[src/rtl/pwm_from_counter.sv]
// Purpose: registered PWM from an upstream free-running counter; duty updates are applied at the period boundary (count_in all-ones).
// Latency: pwm_out and period_done are registered, 1 cycle after count_in; a new duty takes effect from the count_in=0 after the boundary.
// Backpressure: one pending duty slot; duty_ready stays low from the cycle after a transfer until the cycle after the next boundary.
// Optional: define COUNT_SEQ_CHECK_EN to add a sticky seq_err flag that reports count_in not stepping by +1.
module pwm_from_counter #(
  parameter int               WIDTH      = 4,
  parameter int               PCW        = 8,
  parameter logic [WIDTH-1:0] RESET_DUTY = '0
) (
  input  logic             clk,
  input  logic             rst,
  input  logic [WIDTH-1:0] count_in,
  input  logic [WIDTH-1:0] duty_in,
  input  logic             duty_valid,
  output logic             duty_ready,
  output logic             pwm_out,
  output logic             period_done,
  output logic [PCW-1:0]   period_cnt
`ifdef COUNT_SEQ_CHECK_EN
  ,
  output logic             seq_err
`endif
);

  typedef enum logic {EMPTY, FULL} state_t;

  state_t           state;
  state_t           state_nxt;
  logic [WIDTH-1:0] pending;
  logic [WIDTH-1:0] active_duty;
  logic             boundary;
  logic             accept;

  // The last count of each period is the boundary; duty swaps happen there.
  assign boundary = (count_in == {WIDTH{1'b1}});
  assign accept   = duty_valid && duty_ready;

  // Pending-slot state register.
  always_ff @(posedge clk or negedge rst) begin
    if (!rst) state <= EMPTY;
    else      state <= state_nxt;
  end

  // Next state and duty_ready: the slot accepts only while empty, drains at a boundary.
  always_comb begin
    state_nxt  = state;
    duty_ready = 1'b0;
    case (state)
      EMPTY: begin
        duty_ready = 1'b1;
        // A transfer on the boundary cycle lands in the slot and waits a full period.
        if (duty_valid) state_nxt = FULL;
      end
      FULL: begin
        if (boundary) state_nxt = EMPTY;
      end
      default: state_nxt = EMPTY;
    endcase
  end

  // Capture a requested duty, and promote it to the active duty at the boundary.
  always_ff @(posedge clk or negedge rst) begin
    if (!rst) begin
      pending     <= '0;
      active_duty <= RESET_DUTY;
    end else begin
      if (accept)
        pending <= duty_in;
      if (state == FULL && boundary)
        active_duty <= pending;
    end
  end

  // Registered PWM compare plus period pulse and period counter.
  always_ff @(posedge clk or negedge rst) begin
    if (!rst) begin
      pwm_out     <= 1'b0;
      period_done <= 1'b0;
      period_cnt  <= '0;
    end else begin
      pwm_out     <= (count_in < active_duty);
      period_done <= boundary;
      if (boundary)
        period_cnt <= period_cnt + PCW'(1);
    end
  end

`ifdef COUNT_SEQ_CHECK_EN
  logic [WIDTH-1:0] prev_cnt;
  logic             prev_valid;

  // Track the previous count and flag any step that is not +1 (mod 2^WIDTH); sticky until reset.
  always_ff @(posedge clk or negedge rst) begin
    if (!rst) begin
      prev_cnt   <= '0;
      prev_valid <= 1'b0;
      seq_err    <= 1'b0;
    end else begin
      prev_cnt   <= count_in;
      prev_valid <= 1'b1;
      if (prev_valid && (count_in != prev_cnt + WIDTH'(1)))
        seq_err <= 1'b1;
    end
  end
`endif

endmodule
[config.mk]
export PLATFORM = sky130hd
export DESIGN_NAME = pwm_from_counter
export DESIGN_NICKNAME = d
export VERILOG_FILES = /design/src/rtl/pwm_from_counter.sv
export SDC_FILE = /design/constraint.sdc
export NUM_CORES = 1
export LEC_CHECK = 0
export CORE_UTILIZATION = 46
export CTS_CLUSTER_DIAMETER = 200
export CTS_CLUSTER_SIZE = 16
export DETAILED_ROUTE_END_ITERATION = 10
export PLACE_DENSITY = 0.78
export SLEW_MARGIN = 20
export SYNTH_ARGS = -nofsm -noshare
export SYNTH_HDL_FRONTEND = slang
export SYNTH_SLANG_ARGS = --single-unit
[constraint.sdc]
create_clock -name clk -period 1.33 [get_ports clk]
set_input_delay 0.266 -clock clk [delete_from_list [all_inputs] [get_ports clk]]
set_output_delay 0.266 -clock clk [all_outputs]
set_load 0.005 [all_outputs]
==> results by group <==
Die
  • Initial core utilization: 51.6%
  • Die H: 44.3 µm
  • Top Ports: 22
  • Die W: 44.3 µm
  • Core Region: around 0.0016 mm²
  • Cell Rows: 14
  • Die ar.: 0.00196 mm²

Timing
  • Least-Margin Pin Slew: 237 ps
  • Unrepaired setup endpoints after global routing: false
  • Final TNS setup: 0 ps
  • Relative slew slack: 84.2%
  • Max Clk Rate: 822 MHz
  • Setup-failing EPs final: 0
  • Slew Viols, Final: 0
  • Final worst setup slack: 114 ps
  • Final Critical Period: 1220 ps
  • Fin crit share: a little over 90%
  • Final Hold Viols: 0
  • Clock Skew: ~1.0 ps

Logic synthesis
  • Syn Area/Cell: about 13 µm²
  • Post-Syn Instances: ~60
  • Synthesized Nets: 76
  • Flops & latches, synth: 19
  • Cell Area, Synth: 822 µm²
  • Post-synthesis cell type count: 18
  • Sequential area share after synthesis: 57.8%
  • Yosys Warn Count: 0

Routing
  • DRT iter0 DRCs: 6
  • Vias: 581
  • DR WL/cell: 11.8 µm
  • Post-Route WL: 1.48 mm
  • Vias per cell: 4.65
  • DRT antenna net count: 0
  • # DRC: 0
  • Initial DRT Pass Iterations: 2

Setup path
  • Crit path DAT: 1390 ps
  • Critical Path RT: 1500 ps
  • Critical path class: reg2reg
  • Crit path max fanout: 4
  • Endpoint type of the worst setup path: register
  • Startpoint types: register

Cells and area
  • Layout area overhead: 46.1%
  • Layout cells sized above 1: between 30% and 40%
  • Filler instances: about 120
  • # diodes: 0
  • Final net count: 117

Placed design
  • Routability cong.: 0.733
  • Post-Place Setup Slack: -336 ps
  • IO Port Bufs: 21
  • Final HPWL DP: 1.06 mm

Global route
  • GRT met1 Usage: a little under a quarter
  • GRT Max-Usage Layer: met2
  • Largest net degree at the start of global routing: 20
  • First-pass GRT wire length: 2.52 mm
  • All-layer global routing usage: 17.8%
  • GRT overflow: 0
  • GRT met2 Usage: 29.7%
  • Met3 usage: 4.90%
  • Initial antenna violation count: 0
  • Vias in the first global route: 589

Power and ir drop
  • NetSw: approximately 480 µW
  • Pwr/cell area: 1410 mW/mm²
  • Sw Share: 28.3%
  • Clk pwr share: 16.0%
  • Comb power frac: 35.6%
  • Max VDD drop: between 0.001 and 0.0015 V
  • Pwr Total: around 1.7 mW
  • Flop pwr share: 48.4%
  • Internal: approximately 1.2 mW
  • Leakage Power: 0.652 nW

CTS
  • Total clock sinks: 19
  • Hold bufs inserted after CTS: 0
  • Worst skew pair latency: 280 ps
  • CTS Buffer Depth: 2
  • Worst-path clk slew: ~100 ps
  • CTS HTree Levels: 1
  • CTS tree: built
  • CTS root buffer: clkbuf_4
  • Total CTS buffers: 3

Job
  • Total of max-cap violations: 0

Outcome
  • Outcome: finished clean

Worst hold path
  • Path category of the worst min-delay check: in2async
-- power groups by stage --
stage | logic, mW | registers (mW) | clock network, mW
after global placement | 0.536 | 0.855 | 0
after global routing | 0.674 | 0.842 | 0.311
after floorplan | 0.246 | 0.870 | 0
final | 0.604 | 0.821 | 0.272
after detailed placement | 0.552 | 0.866 | 0
after CTS | 0.601 | 0.818 | 0.289
-- Yosys cell counts --
cell	number	share of area, %
inv_1	4	1.8
nor2_1	2	0.91
mux2_2	9	12
dfrtp_1	19	58
nand3_2	1	1.2
ha_1	4	6.1
nand4_1	3	2.3
a21o_1	2	1.8
xnor2_1	3	3.2
and4_4	1	1.4
nor2b_1	1	0.76
nand2b_1	1	0.76
buf_6	1	1.4
a21oi_1	1	0.61
xor2_1	4	4.3
o21a_1	1	0.91
nand2_1	3	1.4
and4_1	1	1.1
-- cell usage in the layout, fill, tap and decap left out --
cell              n
nor2_2            1
nand2b_1          1
nand4_1           3
a21o_1            2
mux2_2            9
dlygate4sd2_1    11
a21oi_1           1
clkbuf_1          1
dfrtp_1          19
clkdlybuf4s50_1   6
nand2_2           1
dlymetal6s2s_1    4
xnor2_1           3
buf_4            16
nand3_2           1
inv_1             4
nand2_1           2
and4_4            2
xor2_1            4
nor2_1            1
clkbuf_4          3
o21a_1            1
nor2b_1           1
ha_1              4
-- flip-flops by register name, summed over array words and instances (netlist names) --
name / flops
active_duty: 4
pending: 4
period_cnt: 8
period_done: 1
pwm_out: 1
state: 1
-- area by class of cell --
class	instances	area [µm²]	area share, %
flip-flops and latches	19	475	39.6
repair buffers	37	327	27.2
well taps	24	30.0	2.50
inverters	4	15.0	1.25
clock buffers	4	26.3	2.19
multi-input cells	37	328	27.3
-- per-stage QoR --
| step | hold slack, ps | std cells | utilization [%] | instance area [µm²] |
|---|---|---|---|---|
| after detailed placement | 466 | 112 | 69.2 | 1100 |
| after CTS | 307 | 124 | 74.0 | 1180 |
| after global placement | 456 | 112 | 69.2 | 1100 |
| final | 310 | 125 | 75.4 | 1200 |
| after floorplan | -29.6 | 61 | - | 822 |
| after global routing | 312 | 125 | 75.4 | 1200 |
-- what timing repair did --
action                     4_1_cts  5_1_grt
resized for setup               13        6
pin swaps                        0        4
buffers inserted                 8        1
setup endpoints to repair       16        4
-- worst max-delay path, cell delays in order, from the launching register on --
cell and delay [ps]:
dfrtp_1 390, buf_4 150, nor2b_1 110, buf_4 140, mux2_2 320
-- final timing paths --
check,cells after the start,to,slack (ps),from
worst max register to register,4,pending[2],110,state
max in group asynchronous,2,pending[3],830,rst
worst min register to register,1,active_duty[3],510,active_duty[3]
worst max-delay path,4,pending[2],110,state
worst min-delay path,2,pwm_out,310,rst
min in group clk,2,period_done,330,count_in[1]
-- cell families after synthesis --
kind of cell               share of synthesized area [%]
AOI/OAI and AO/OA                                   3.35
xor gates and xnor gates                            7.46
adders and majority gates                           6.09
buffers and inverters                               3.20
DFF                                                 57.8
muxes                                               12.3
and+or+nand+nor                                     9.74
-- routing by layer --
layer | up-vias | share of wire (%)
met1 | 278 | 47
met5 | - | 0
li1 | 289 | -
met4 | 0 | 0.74
met3 | 2 | 3.3
met2 | 12 | 49
Note: power is estimated with default switching activity, not from simulation.
